## config.mk

```make
export PLATFORM = sky130hd
export DESIGN_NAME = ula_wb
export DESIGN_NICKNAME = d
export VERILOG_FILES = /design/src/rtl/ula_pkg.sv /design/src/rtl/ula_wb_fifo.sv /design/src/rtl/ula_wb.sv
export SDC_FILE = /design/constraint.sdc
export NUM_CORES = 1
export LEC_CHECK = 0
export ABC_CLOCK_PERIOD_IN_PS = 6300
export CAP_MARGIN = 20
export CORE_MARGIN = 10
export CORE_UTILIZATION = 55
export CTS_BUF_LIST = sky130_fd_sc_hd__clkbuf_4 sky130_fd_sc_hd__clkbuf_8
export DETAILED_ROUTE_END_ITERATION = 8
export PLACE_DENSITY = 0.82
export SETUP_SLACK_MARGIN = 0.3
export SYNTH_ARGS = -nofsm -noshare
export SYNTH_HDL_FRONTEND = slang
export SYNTH_HIERARCHICAL = 1
export SYNTH_SLANG_ARGS = --single-unit
export TNS_END_PERCENT = 30
```

## constraint.sdc

```tcl
create_clock -name CLK -period 6.3 [get_ports CLK]
set_input_delay 1.575 -clock CLK [delete_from_list [all_inputs] [get_ports CLK]]
set_output_delay 1.575 -clock CLK [all_outputs]
set_load 0.02 [all_outputs]
```

## src/rtl/ula_pkg.sv

```systemverilog
// Shared types and constants for the ULA writeback stage.
// Holds the buffered entry layout and the operation-class decode.
package ula_pkg;

  localparam int unsigned DATA_W = 3;
  localparam int unsigned OP_W   = 5;
  localparam int unsigned NREGS  = 8;
  localparam int unsigned ADDR_W = $clog2(NREGS);
  localparam int unsigned DEPTH  = 2;
  localparam int unsigned FLAG_W = 4;

  localparam logic [OP_W-1:0] OP_NOP = 5'b11111;

  typedef enum logic [1:0] {
    CLS_ARITH,
    CLS_LOGIC,
    CLS_NOP
  } op_class_e;

  typedef struct packed {
    logic [OP_W-1:0]   op;
    logic [ADDR_W-1:0] dest;
    logic              we;
    logic [DATA_W-1:0] data;
    logic [FLAG_W-1:0] flags;  // {O,C,S,Z}
  } wb_entry_t;

  // ARITH when the two top opcode bits are clear; the all-ones opcode is NOP.
  function automatic op_class_e op_class(input logic [OP_W-1:0] op);
    op_class_e cls;
    cls = CLS_LOGIC;
    if (op == OP_NOP) begin
      cls = CLS_NOP;
    end else if (op[OP_W-1 -: 2] == 2'b00) begin
      cls = CLS_ARITH;
    end
    return cls;
  endfunction

endpackage

```

## src/rtl/ula_wb_fifo.sv

```systemverilog
// Two-entry synchronous FIFO with valid/ready on both sides.
// Ready depends only on the occupancy register, so there is no ready-to-ready path.
module ula_wb_fifo
  import ula_pkg::*;
#(
  parameter int unsigned W = 16
) (
  input  logic         clk,
  input  logic         rst,
  input  logic         in_valid,
  output logic         in_ready,
  input  logic [W-1:0] in_data,
  output logic         out_valid,
  input  logic         out_ready,
  output logic [W-1:0] out_data,
  output logic         busy
);

  logic [W-1:0] mem [DEPTH];
  logic         wr_ptr;
  logic         rd_ptr;
  logic [1:0]   count;
  logic         push;
  logic         pop;

  assign in_ready  = (count < 2'(DEPTH));
  assign out_valid = (count != 2'd0);
  assign busy      = out_valid;
  assign push      = in_valid && in_ready;
  assign pop       = out_valid && out_ready;
  assign out_data  = out_valid ? mem[rd_ptr] : '0;

  // Occupancy and pointers; a full FIFO ignores a same-cycle push even when popping.
  always_ff @(posedge clk) begin
    if (rst) begin
      count  <= 2'd0;
      wr_ptr <= 1'b0;
      rd_ptr <= 1'b0;
    end else begin
      if (push) wr_ptr <= ~wr_ptr;
      if (pop)  rd_ptr <= ~rd_ptr;
      case ({push, pop})
        2'b10:   count <= count + 2'd1;
        2'b01:   count <= count - 2'd1;
        default: count <= count;
      endcase
    end
  end

  // Storage is written only on an accepted push, so idle-cycle garbage never lands.
  always_ff @(posedge clk) begin
    if (!rst && push) begin
      mem[wr_ptr] <= in_data;
    end
  end

endmodule

```

## src/rtl/ula_wb.sv

```systemverilog
// ULA writeback/retire stage: buffers results, retires in order into the
// register bank and architectural flags, and exposes the commit record.
module ula_wb
  import ula_pkg::*;
(
  input  logic              CLK,
  input  logic              RST,
  input  logic              IN_VALID,
  output logic              IN_READY,
  input  logic [OP_W-1:0]   IN_OP,
  input  logic [ADDR_W-1:0] IN_DEST,
  input  logic              IN_WE,
  input  logic [DATA_W-1:0] RESU,
  input  logic              O,
  input  logic              C,
  input  logic              S,
  input  logic              Z,
  output logic              OUT_VALID,
  input  logic              OUT_READY,
  output logic [ADDR_W-1:0] OUT_DEST,
  output logic [DATA_W-1:0] OUT_DATA,
  output logic [FLAG_W-1:0] OUT_FLAGS,
  output logic [FLAG_W-1:0] FLAGS,
  input  logic [ADDR_W-1:0] RD_ADDR_A,
  input  logic [ADDR_W-1:0] RD_ADDR_B,
  output logic [DATA_W-1:0] RD_DATA_A,
  output logic [DATA_W-1:0] RD_DATA_B,
  output logic              BUSY
);

  localparam int unsigned ENTRY_W = $bits(wb_entry_t);

  wb_entry_t          in_entry;
  wb_entry_t          head;
  logic [ENTRY_W-1:0] head_bits;
  logic               retire;
  op_class_e          head_cls;
  logic [DATA_W-1:0]  regs [NREGS];
  logic [FLAG_W-1:0]  flags_q;

  always_comb begin
    in_entry       = '0;
    in_entry.op    = IN_OP;
    in_entry.dest  = IN_DEST;
    in_entry.we    = IN_WE;
    in_entry.data  = RESU;
    in_entry.flags = {O, C, S, Z};
  end

  ula_wb_fifo #(
    .W(ENTRY_W)
  ) u_fifo (
    .clk       (CLK),
    .rst       (RST),
    .in_valid  (IN_VALID),
    .in_ready  (IN_READY),
    .in_data   (in_entry),
    .out_valid (OUT_VALID),
    .out_ready (OUT_READY),
    .out_data  (head_bits),
    .busy      (BUSY)
  );

  assign head      = wb_entry_t'(head_bits);
  assign OUT_DEST  = head.dest;
  assign OUT_DATA  = head.data;
  assign OUT_FLAGS = head.flags;
  assign retire    = OUT_VALID && OUT_READY;
  assign head_cls  = op_class(head.op);

  // Retire effects: bank write and class-dependent flag update on the pop edge.
  always_ff @(posedge CLK) begin
    if (RST) begin
      for (int i = 0; i < int'(NREGS); i++) begin
        regs[i] <= '0;
      end
      flags_q <= '0;
    end else if (retire) begin
      if (head.we && (head_cls != CLS_NOP)) begin
        regs[head.dest] <= head.data;
      end
      case (head_cls)
        CLS_ARITH: flags_q <= head.flags;
        CLS_LOGIC: flags_q <= {flags_q[3:2], head.flags[1:0]};
        default:   flags_q <= flags_q;
      endcase
    end
  end

  assign FLAGS     = flags_q;
  assign RD_DATA_A = regs[RD_ADDR_A];
  assign RD_DATA_B = regs[RD_ADDR_B];

endmodule

```

==> Word level (Yosys, flattened, before mapping) <==
Memory sizes are Yosys's and may differ from the RTL's. A register that Yosys moved wholly into a read port is not among the register bits.
Cells that the tools add are included.
{ "word_totals": {"regBits": 8, "latch_bits": 0, "ram_bits": 56, "rom_bits": 0, "inputBits": 26, "out_inout_bits": 23, "word_cells": 49, "memories": 2} }
{ "op_classes": {"addsub": 2, "mul": 0, "div": 0, "order_cmp": 1, "n_eq_ne": 5, "shift": 0, "mux": 18, "bitwise_logic": 3, "n_reduce_logical": 13} }
{ "memory_table": {"columns": ["name", "depth", "word_bits", "rd", "rd_ports_with_merged_regs", "write_ports", "line_no", "text"], "rows": [
  ["u_fifo.mem", 2, 16, 1, 1, 1, "ula_wb_fifo.sv:19", "logic [W-1:0] mem [DEPTH];"],
  ["regs", 8, 3, 2, 0, 8, "ula_wb.sv:38", "logic [DATA_W-1:0] regs [NREGS];"]
]} }
{ "op_table": {"columns": ["op", "count"], "rows": [
  ["$mux 16", 1],
  ["$mux 1", 12],
  ["$pmux 4 s2", 1],
  ["$mux 3", 2],
  ["$reduce_bool 2->1", 3],
  ["$eq 5x5->1 const B", 1],
  ["$eq 2x1->1 const B", 2],
  ["$logic_and 1x1->1", 4],
  ["$logic_not 2->1", 2],
  ["$pmux 2 s2", 1],
  ["$not 1->1", 3],
  ["$reduce_and 3->1", 1],
  ["$reduce_or 3->1", 1],
  ["$add 2x1->2 const B", 1],
  ["$eq 2x2->1 const B", 1],
  ["$lt 2x2->1 const B", 1],
  ["$mux 2", 1],
  ["$ne 2x2->1 const B", 1],
  ["$reduce_and 2->1", 1],
  ["$sub 2x1->2 const B", 1],
  ["$logic_not 1->1", 1]
]} }

==> Depth between registers and ports, before layout <==
Gate-level depths: netlist (run 1).
{ "logic_depth": {"ltp_word": 13, "depth_mapped": 8} }

==> Cells and area by module <==
Netlist (run 1), hierarchy kept.
{ "modules_own_cells": {"columns": ["mod", "n_inst", "cells_each", "area_each_um2", "seq_area_each_um2"], "rows": [
  ["ula_wb", 1, 122, 1619.1, 800.8],
  ["ula_wb_fifo", 1, 93, 1423.9, 1061.0]
]} }

==> Worst setup path after synthesis (run 1) <==
OpenSTA, ideal clock, no wires.
{ "synth_path": {"path_type": "input port to output port", "from": "input port RD_ADDR_A[1]", "to": "output port RD_DATA_A[0]", "t_arrival_ns": 2.525, "setup_slack_ns": 2.200, "path_stages": 3, "n_path_buf": 1, "path_cell_list": "buf_6 > mux4_1 > mux2_2"} }
{ "synth_via": {"elab_chain_len": 1} }
{ "synth_lines": {"columns": ["item", "line_no", "text"], "rows": [
  ["from (decl)", "ula_wb.sv:24", "input logic [ADDR_W-1:0] RD_ADDR_A,"],
  ["$mem_v2 8x3", null, null],
  ["to (decl)", "ula_wb.sv:26", "output logic [DATA_W-1:0] RD_DATA_A,"]
]} }
No other way between the ends.

==> Worst setup path after layout (run 1) <==
{ "layout_path": {"from": "input port RD_ADDR_A[1]", "to": "output port RD_DATA_A[2]"} }
Same word-level chain as after synthesis.

==> summary.md, run 1 <==
| Metric | Value |
|---|---|
| Outcome | `completed` |
| Antenna violations before repair | `0` |
| DR vias/cell | `approximately 5.6` |
| Routed len/inst | `17.6 um` |
| First-pass GRT wire length | `9540 um` |
| H-tree Lvls | `3` |
| Nets | `between 200 and 300` |
| Die Y | `94.4 um` |
| Syn Area/Cell | `14.2 um2` |
| Root buf cell | `clkbuf_8` |
| Initial DRT Pass Iterations | `4` |
| Antenna Cells | `0` |
| Layout Skew | `0.00934 ns` |
| Max Fclk | `191 MHz` |
| Worst-path cell chain | `clkdlybuf4s50_1 > mux4_1 > mux2_2 > clkdlybuf4s50_1` |
| Synth unique cells | `34` |
| Final slew viol count | `0` |
| Post-Syn Instances | `~220` |
| Synth warn | `6` |
| Critical path class | `input port to primary output` |
| Largest net degree at the start of global routing | `18` |
| Multi-input logic area | `0.00111 mm2` |
| Worst IR drop on VDD | `365 uV` |
| Die Footprint | `about 0.0089 mm2` |
| RSZ-0062 raised after global routing | `no` |
| Sequential Area | `0.00186 mm2` |
| Area Growth Syn to Fin | `25.7%` |
| Grt total ovfl | `0` |
| Syn Std Cell Area | `0.00304 mm2` |
| Min Tclk post-route | `between 5 and 6 ns` |
| Post-DP HPWL | `4570 um` |
| WL final | `~6000 um` |
| Ports | `49` |
| Fin crit share | `about 83%` |
| Postcts setup bufs | `0` |
| CTS Hold Bufs | `0` |
| Via Count | `1928` |
| Max Cap Viol | `0` |
| PD cells | `376 mW/mm2` |
| Die width | `between 90 and 100 um` |
| Final Setup Violations | `0` |
| Buffers on Ports | `48` |
| CTS tree | `done` |
| Leak Pwr | `0.00132 uW` |
| Synth Register Bits | `65` |
| Clk_lat worst skew | `0.34 ns` |
| Starting density of the core | `55.9%` |
| Post-route ant nets | `0` |
| Ys flop type | `edfxtp_1` |
| Hold crit path type | `register to register` |
| Clk buf depth | `2` |
| Worst EP arrival | `3.65 ns` |
| Post-synth EDFFs | `56` |
| Ys async rst share | `0%` |
| Worst endpoint required time | `4.72 ns` |
| CTS buffer count | `9` |
| CP Max Fanout | `6` |
| Total power | `1440 uW` |
| CP max stage cell | `clkdlybuf4s50_1` |
| Seq/Total Area, Yosys | `61.2%` |
| DRC violation total after the first TritonRoute iteration | `142` |
| Share of post-route cells with drive strength above 1 | `11.0%` |
| Placer Congestion | `between 0.8 and 0.9` |
| Slew @ Worst Pin | `0.907 ns` |
| Synth Net Count | `242` |
| Filler cells | `364` |
| CP peak stage delay | `0.64 ns` |
| Core Area | `0.00544 mm2` |
| Total track usage | `14.2%` |
| Cell mode on critical path | `clkdlybuf4s50_1` |
| Critical Path End Type | `primary output` |
| Number of global-route vias before repair | `~2000` |
| Final hold vios | `0` |
| Critical Path Start Type | `input port` |
| PostCTS Resize Cnt | `0` |
| Total negative slack | `0 ns` |
| CTS Sinks | `65` |
| Drt drc | `0` |
| Row count | `27` |
| CTS clk-pin slew, worst paths | `0.07 ns` |
| Slew margin rel. | `roughly two fifths` |
[metal layers]
layer,global-route usage [%],vias to the layer above,routed length (um)
met4,5.70,0,79
li1,-,935,-
met5,0,-,0
met1,13.8,925,2170
met3,7.06,11,487
met2,25.2,57,3320
[flip-flops by register name, summed over array words and instances, names as in the netlist, named ones only]
signal / count
u_fifo/rd_ptr: 1
u_fifo/mem: 32
u_fifo/count: 2
u_fifo/wr_ptr: 1
regs: 24
FLAGS: 4
[final cells by class]
type / instances / share of cell area, %
flip-flops and latches: 65 / 48.7
multi-input cells: 135 / 29.0
repair buffers: 51 / 13.2
clock buffers: 9 / 3.24
clock inverters: 7 / 3.08
well taps: 72 / 2.36
inverters: 5 / 0.491
[per-stage QoR]
| step | utilization [%] | setup slack (ns) | instances | hold WS, ns | cell area, um2 |
|---|---|---|---|---|---|
| final | 70.3 | 1.07 | 344 | 0.501 | 3820 |
| after global placement | 65.9 | 1.11 | 328 | 0.473 | 3580 |
| after detailed placement | 65.9 | 1.07 | 328 | 0.486 | 3580 |
| after CTS | 70.3 | 1.06 | 344 | 0.503 | 3820 |
| after floorplan | - | 2.20 | 215 | 0.472 | 3040 |
| after global routing | 70.3 | 1.04 | 344 | 0.540 | 3820 |
[report_power, final]
group | switching (uW) | internal, uW | leakage (uW) | total, uW
combinational | 264 | 199 | 0.000590 | 463
clock | 160 | 263 | 0.000114 | 422
sequential | 39.3 | 513 | 0.000615 | 553
[final timing paths]
check | depth (start not counted) | slack (ns) | from | end
setup / recovery | 4 | 1.07 | RD_ADDR_A[1] | RD_DATA_A[2]
hold / removal | 2 | 0.50 | FLAGS[2]$_SDFFE_PP0P_ | FLAGS[2]$_SDFFE_PP0P_
setup reg to reg | 5 | 3.55 | register | regs[0][0]$_SDFFCE_PN0P_
hold reg to reg | 2 | 0.50 | FLAGS[2]$_SDFFE_PP0P_ | FLAGS[2]$_SDFFE_PP0P_
[Yosys cell counts, drive strengths merged, types with 2 or more instances]
cell	instances	area (um2)
mux2	6	67.6
xor2	3	26.3
clkbuf	3	11.3
o2111ai	4	35.0
buf	7	52.5
nor2b	4	25.0
inv	5	18.8
nand3	4	20.0
nand4	3	18.8
mux4	12	315
nand2	2	7.51
o221ai	2	17.5
dfxtp	9	180
nor2	48	180
mux2i	18	180
o211ai	3	22.5
edfxtp	56	1680
a21o	3	22.5
o21ai	5	25.0
nand2b	5	31.3
or2	2	12.5
[cell families after synthesis]
family | after synthesis | synth area share [%]
AND/OR/NAND/NOR | 73 | 10.9
buffers and inverters | 15 | 2.71
XOR/XNOR | 4 | 1.15
adder cells (fa/ha/maj) | 1 | 0.411
flip-flops | 65 | 61.2
multiplexers | 36 | 18.5
AO/OA/AOI/OAI | 21 | 5.10
[cells in the final DEF, fill, tap and decap left out, types with 2 or more instances in the layout]
cell / count
edfxtp_1: 56
nor2_1: 48
clkdlybuf4s50_1: 48
mux2i_1: 18
mux4_1: 12
dfxtp_1: 9
clkbuf_8: 9
mux2_2: 6
nand2b_1: 5
inv_1: 5
o21ai_0: 5
nand3_1: 4
o2111ai_1: 4
nor2b_1: 4
a21o_1: 3
o211ai_1: 3
nand4_1: 3
bufinv_16: 3
xor2_1: 3
buf_4: 3
nand2_1: 2
or2_2: 2
o221ai_1: 2
clkinvlp_4: 2
[critical path: cells and delay by family]
| family | cells | cell delay, ns |
|---|---|---|
| buffers and inverters | 2 | 1.18 |
| muxes | 2 | 0.89 |
No activity file was read; power rests on OpenSTA's default activity.
==> run 2: changes to the inputs <==
--- a/config.mk
+++ b/config.mk
@@ -5,7 +5,7 @@
 export SDC_FILE = /design/constraint.sdc
 export NUM_CORES = 1
 export LEC_CHECK = 0
-export ABC_CLOCK_PERIOD_IN_PS = 6300
+export ABC_CLOCK_PERIOD_IN_PS = 5400
 export CAP_MARGIN = 20
 export CORE_MARGIN = 10
 export CORE_UTILIZATION = 55
==> constraint.sdc (replaced) <==
create_clock -name CLK -period 5.4 [get_ports CLK]
set_input_delay 1.35 -clock CLK [delete_from_list [all_inputs] [get_ports CLK]]
set_output_delay 1.35 -clock CLK [all_outputs]
set_load 0.02 [all_outputs]
==> run 2 against run 1 <==
Compared with the run above:
- die area unchanged
- combinational power increased by 21%
- worst hold slack got worse by 0.0038 ns
- critical path type unchanged
- first-iteration DRC count increased by 2.1%
- via count decreased by 0.73%
- setup slack got worse by 0.43 ns
- total power increased by 9.8%
==> summary.md, run 2 (synthesis results as in run 1) <==
| Metric | Value |
|---|---|
| Biggest register | `u_fifo/mem` |
| Routed len/inst | `17.6 um (-0.26%)` |
| Number of global-route vias before repair | `2002 (+0.60%)` |
| Antenna violations before repair | `0 (unchanged)` |
| Grt total ovfl | `0 (unchanged)` |
| Nets | `295 (+0.34%)` |
| H-tree Lvls | `3 (unchanged)` |
| Largest register FFs | `32 (unchanged)` |
| Critical Path Start Type | `input port` |
| Min Tclk post-route | `4.76 ns` |
| CTS Sinks | `65 (unchanged)` |
| Die Footprint | `0.00891 mm2 (unchanged)` |
| Starting density of the core | `55.9% (unchanged)` |
| First-pass GRT wire length | `9590 um (+0.51%)` |
| Leak Pwr | `0.00131 uW (-0.38%)` |
| Layout Skew | `0.00854 ns (-0.000802 ns)` |
| Row count | `27 (unchanged)` |
| Post-route ant nets | `0 (unchanged)` |
| Drt drc | `0 (unchanged)` |
| RSZ-0062 raised after global routing | `no` |
| Buffers on Ports | `48 (unchanged)` |
| Outcome | `completed` |
| Final slew viol count | `0 (unchanged)` |
| PostCTS Resize Cnt | `0 (unchanged)` |
| Slew @ Worst Pin | `0.654 ns (-0.253 ns)` |
| WL final | `6060 um (about the same)` |
| PD cells | `418 mW/mm2 (+11%)` |
| DR vias/cell | `5.55 (-1.0%)` |
| Hold crit path type | `register to register` |
| Max Cap Viol | `0 (unchanged)` |
| CTS clk-pin slew, worst paths | `0.07 ns (about the same)` |
| Critical path class | `input port to primary output` |
| Filler cells | `386 (+6.0%)` |
| Placer Congestion | `0.814 (-0.11%)` |
| Core Area | `0.00544 mm2 (unchanged)` |
| Total track usage | `14.2% (-0.045 points)` |
| Final hold vios | `0 (unchanged)` |
| CTS Hold Bufs | `0 (unchanged)` |
| Setup ws final | `0.642 ns (-0.432 ns)` |
| Die Y | `94.4 um (unchanged)` |
| Slew margin rel. | `56.2% (+17 points)` |
| CTS buffer count | `9 (unchanged)` |
| Final Setup Violations | `0 (unchanged)` |
| Share of post-route cells with drive strength above 1 | `11.7% (+0.69 points)` |
| Antenna Cells | `0 (unchanged)` |
| Max Fclk | `approximately 210 MHz` |
| Worst endpoint required time | `4.05 ns (-0.67 ns)` |
| Critical Path End Type | `primary output` |
| Reg2reg setup slack | `3.07 ns (-0.48 ns)` |
| Worst EP arrival | `3.41 ns (-0.24 ns)` |
| Root buf cell | `clkbuf_8` |
| Die width | `94.4 um (unchanged)` |
| Worst IR drop on VDD | `407 uV (+11%)` |
| DRC violation total after the first TritonRoute iteration | `145 (+2.1%)` |
| Area Growth Syn to Fin | `24.2%` |
| Largest net degree at the start of global routing | `18 (unchanged)` |
| Commonest cells after routing, fill and taps aside | `edfxtp_1, nor2_1, clkdlybuf4s50_1, mux2i_1, mux4_1` |
| Clk_lat worst skew | `0.34 ns (about the same)` |
| Total negative slack | `0 ns (unchanged)` |
| Clk buf depth | `2 (unchanged)` |
| Place WS | `0.624 ns (-0.444 ns)` |
| Commonest non-fill, non-tap cell in the layout | `edfxtp_1` |
| CP Max Fanout | `6 (unchanged)` |
| Initial DRT Pass Iterations | `4 (unchanged)` |
| Via Count | `1914 (-0.73%)` |
| Ports | `49 (unchanged)` |
| Postcts setup bufs | `0 (unchanged)` |
| Post-DP HPWL | `4530 um (-0.71%)` |
| Fin crit share | `88.1%` |
| CTS tree | `done` |
run 2: changes by cell type in the layout (fill, tap and decap cells not counted):
cell and change:
clkinv_2 +4, bufinv_16 -2, clkinvlp_4 -2, buf_4 +1, clkbuf_4 +1, clkinv_1 -1
clkinv_4 +1, inv_6 -1
run 2: through the flow:
stage	power [uW]	cells	area [um2]	hold WS [ns]	util (%)
2_1_floorplan	990	215	3040	0.472	-
3_3_place_gp	1180	329	3590	0.473	66.0
3_5_place_dp	1200	329	3590	0.485	66.0
4_1_cts	1590	345	3780	0.502	69.5
5_1_grt	1660	345	3780	0.551	69.5
6_report	1580	345	3780	0.497	69.5
run 2: path summary, 6_finish.rpt:
path	from	end	cells after the start
worst max-delay path	RD_ADDR_B[0]	RD_DATA_B[0]	4
worst min-delay path	FLAGS[2]$_SDFFE_PP0P_	FLAGS[2]$_SDFFE_PP0P_	2
worst max register to register	u_fifo/count[1]$_SDFFE_PP0P_	regs[4][1]$_SDFFCE_PN0P_	6
worst min register to register	FLAGS[2]$_SDFFE_PP0P_	FLAGS[2]$_SDFFE_PP0P_	2
run 2: worst max-delay path: stages:
cell,delay (ns)
clkdlybuf4s50_1,0.65
mux4_1,0.59
mux2_2,0.27
clkdlybuf4s50_1,0.54
run 2: routing by layer:
metal,up-vias,track usage (%),wire (um)
li1,931,-,-
met3,11,4.60,423
met5,-,0,0
met2,54,25.9,3280
met4,0,7.22,99
met1,918,14.0,2250
run 2: power by group:
part	internal, uW	leakage, uW	switching [uW]	total (uW)
clock	216	0.000103	177	393
sequential	599	0.000615	24.8	624
combinational	235	0.000595	328	562
total	1050	0.00131	530	1580
run 2: area by class of cell:
type | count | area (um2) | share of cell area (%)
Multi-Input combinational cell | 135 | 1110 | 29.3
Sequential cell | 65 | 1860 | 49.3
Tap cell | 72 | 90.1 | 2.38
Inverter | 5 | 18.8 | 0.497
Clock buffer | 10 | 131 | 3.48
Clock inverter | 6 | 58.8 | 1.56
Timing Repair Buffer | 52 | 510 | 13.5
==> run 3: changes to the inputs <==
--- a/config.mk
+++ b/config.mk
@@ -7,6 +7,7 @@
 export LEC_CHECK = 0
 export ABC_CLOCK_PERIOD_IN_PS = 5400
 export CAP_MARGIN = 20
+export CORE_ASPECT_RATIO = 0.5
 export CORE_MARGIN = 10
 export CORE_UTILIZATION = 55
 export CTS_BUF_LIST = sky130_fd_sc_hd__clkbuf_4 sky130_fd_sc_hd__clkbuf_8
==> run 3 against run 2 <==
Compared with the run above:
- first-iteration DRC count shrank 4.1%
- die area grew 2.0%
- largest cell class unchanged
- non-clock buffer count shrank 1
- combinational power shrank 3%
==> summary.md, run 3 (synthesis results as in run 1) <==
| Metric | Value |
|---|---|
| Placer Congestion | `0.780 (-4.2%)` |
| Grt total ovfl | `0 (unchanged)` |
| WL final | `6350 um (+4.9%)` |
| Core Util, Final | `69.3% (-0.17 points)` |
| Root buf cell | `clkbuf_8` |
| Postcts setup bufs | `0 (unchanged)` |
| PostCTS Resize Cnt | `0 (unchanged)` |
| Post-route ant nets | `0 (unchanged)` |
| Largest register FFs | `32 (unchanged)` |
| CTS tree | `done` |
| Die width | `125 um (+33%)` |
| Share of post-route cells with drive strength above 1 | `11.4% (-0.32 points)` |
| Slew @ Worst Pin | `0.934 ns (+0.279 ns)` |
| Final Setup Violations | `0 (unchanged)` |
| Leak Pwr | `0.00129 uW (-2.0%)` |
| CTS Hold Bufs | `0 (unchanged)` |
| Drt drc | `0 (unchanged)` |
| Total negative slack | `0 ns (unchanged)` |
| CTS buffer count | `9 (unchanged)` |
| CTS clk-pin slew, worst paths | `0.07 ns (about the same)` |
| Starting density of the core | `56.1% (+0.19 points)` |
| PD cells | `411 mW/mm2 (-1.6%)` |
| DR vias/cell | `5.73 (+3.2%)` |
| Core Area | `0.00542 mm2 (-0.35%)` |
| Antenna violations before repair | `0 (unchanged)` |
| Register share of total power | `41.8% (+2.3 points)` |
| CP Max Fanout | `6 (unchanged)` |
| Critical path class | `input port to primary output` |
| Total track usage | `14.5% (+0.31 points)` |
| Commonest non-fill, non-tap cell in the layout | `edfxtp_1` |
| Largest net degree at the start of global routing | `18 (unchanged)` |
| Worst IR drop on VDD | `245 uV (-40%)` |
| Outcome | `completed` |
| Clock Power Share | `22.8% (-2.1 points)` |
| Hold crit path type | `register to register` |
| Switching share of power | `35.3% (+1.7 points)` |
| CTS Sinks | `65 (unchanged)` |
| Fin crit share | `88.7% (+0.56 points)` |
| Post-DP HPWL | `4780 um (+5.5%)` |
| DRC violation total after the first TritonRoute iteration | `139 (-4.1%)` |
| Layout Skew | `0.00472 ns (-0.00382 ns)` |
| DP Cell Count | `329 (unchanged)` |
| Die Y | `72.6 um (-23%)` |
| Slew margin rel. | `37.7% (-19 points)` |
| Ports | `49 (unchanged)` |
| Max Cap Viol | `0 (unchanged)` |
| Number of global-route vias before repair | `2044 (+2.1%)` |
| Buffers on Ports | `48 (unchanged)` |
| Max Fclk | `209 MHz (-0.63%)` |
| Min Tclk post-route | `4.79 ns (+0.0301 ns)` |
| Final slew viol count | `0 (unchanged)` |
| Final Non-Filler Cells | `345 (unchanged)` |
| Switching pwr | `545 uW (+2.8%)` |
| Area Growth Syn to Fin | `23.5%` |
| Routed len/inst | `18.4 um (+4.9%)` |
| H-tree Lvls | `3 (unchanged)` |
| Initial DRT Pass Iterations | `4 (unchanged)` |
| Critical Path End Type | `primary output` |
| Row count | `19 (-30%)` |
| Die Footprint | `0.00909 mm2 (+2.0%)` |
| RSZ-0062 raised after global routing | `no` |
| Commonest cells after routing, fill and taps aside | `edfxtp_1, nor2_1, clkdlybuf4s50_1, mux2i_1, mux4_1` |
| Internal power | `1000 uW (-4.7%)` |
| Nets | `294 (-0.34%)` |
| Logic pwr share | `35.4% (-0.2 points)` |
| Filler cells | `403 (+4.4%)` |
| Final hold vios | `0 (unchanged)` |
| Biggest register | `u_fifo/mem` |
| Antenna Cells | `0 (unchanged)` |
| Worst EP arrival | `3.44 ns (+0.03 ns)` |
| Clk_lat worst skew | `0.34 ns (about the same)` |
| Critical Path Start Type | `input port` |
| Total power | `1550 uW (-2.2%)` |
| Via Count | `1976 (+3.2%)` |
| Clk buf depth | `2 (unchanged)` |
| First-pass GRT wire length | `10400 um (+8.6%)` |
| Worst endpoint required time | `4.05 ns (about the same)` |
[run 3: power by group through the flow]
stage / Sequential, uW / Combinational [uW] / Clock, uW
after CTS: 646 / 549 / 360
final: 646 / 547 / 352
after detailed placement: 657 / 546 / 0
after global routing: 653 / 588 / 382
after floorplan: 631 / 359 / 0
after global placement: 653 / 518 / 0
[run 3: worst max-delay path: stages]
cell	delay, ns
clkdlybuf4s50_1	0.66
mux4_1	0.60
mux2_2	0.28
clkdlybuf4s50_1	0.55
[run 3: cell type report]
class | count | area (um2) | share of cell area, %
Clock inverter | 7 | 46.3 | 1.23
Sequential cell | 65 | 1860 | 49.6
Clock buffer | 9 | 124 | 3.30
Inverter | 5 | 18.8 | 0.500
Timing Repair Buffer | 51 | 507 | 13.5
Tap cell | 73 | 91.3 | 2.43
Multi-Input combinational cell | 135 | 1110 | 29.5
[run 3: path summary, 6_finish.rpt]
path / start / to / slack, ns / depth (start not counted)
min: u_fifo/rd_ptr$_SDFFE_PP0P_ / u_fifo/rd_ptr$_SDFFE_PP0P_ / 0.51 / 2
max reg2reg: register / regs[0][2]$_SDFFCE_PN0P_ / 2.71 / 5
max: RD_ADDR_A[1] / RD_DATA_A[2] / 0.61 / 4
min reg2reg: u_fifo/rd_ptr$_SDFFE_PP0P_ / u_fifo/rd_ptr$_SDFFE_PP0P_ / 0.51 / 2
[run 3: routing by layer]
layer,part of all wire (%),GRT usage [%]
met1,39,15.4
met2,53,25.4
met3,6.4,6.09
met4,1.6,5.96
met5,0,0
[run 3: per-stage QoR]
stage                     hold WS (ns)  cell area (um2)  setup WS [ns]
final                            0.505             3760          0.611
after CTS                        0.508             3760          0.607
after detailed placement         0.488             3590          0.609
after global routing             0.553             3760          0.574
after global placement           0.475             3580          0.676
after floorplan                  0.472             3040           1.75
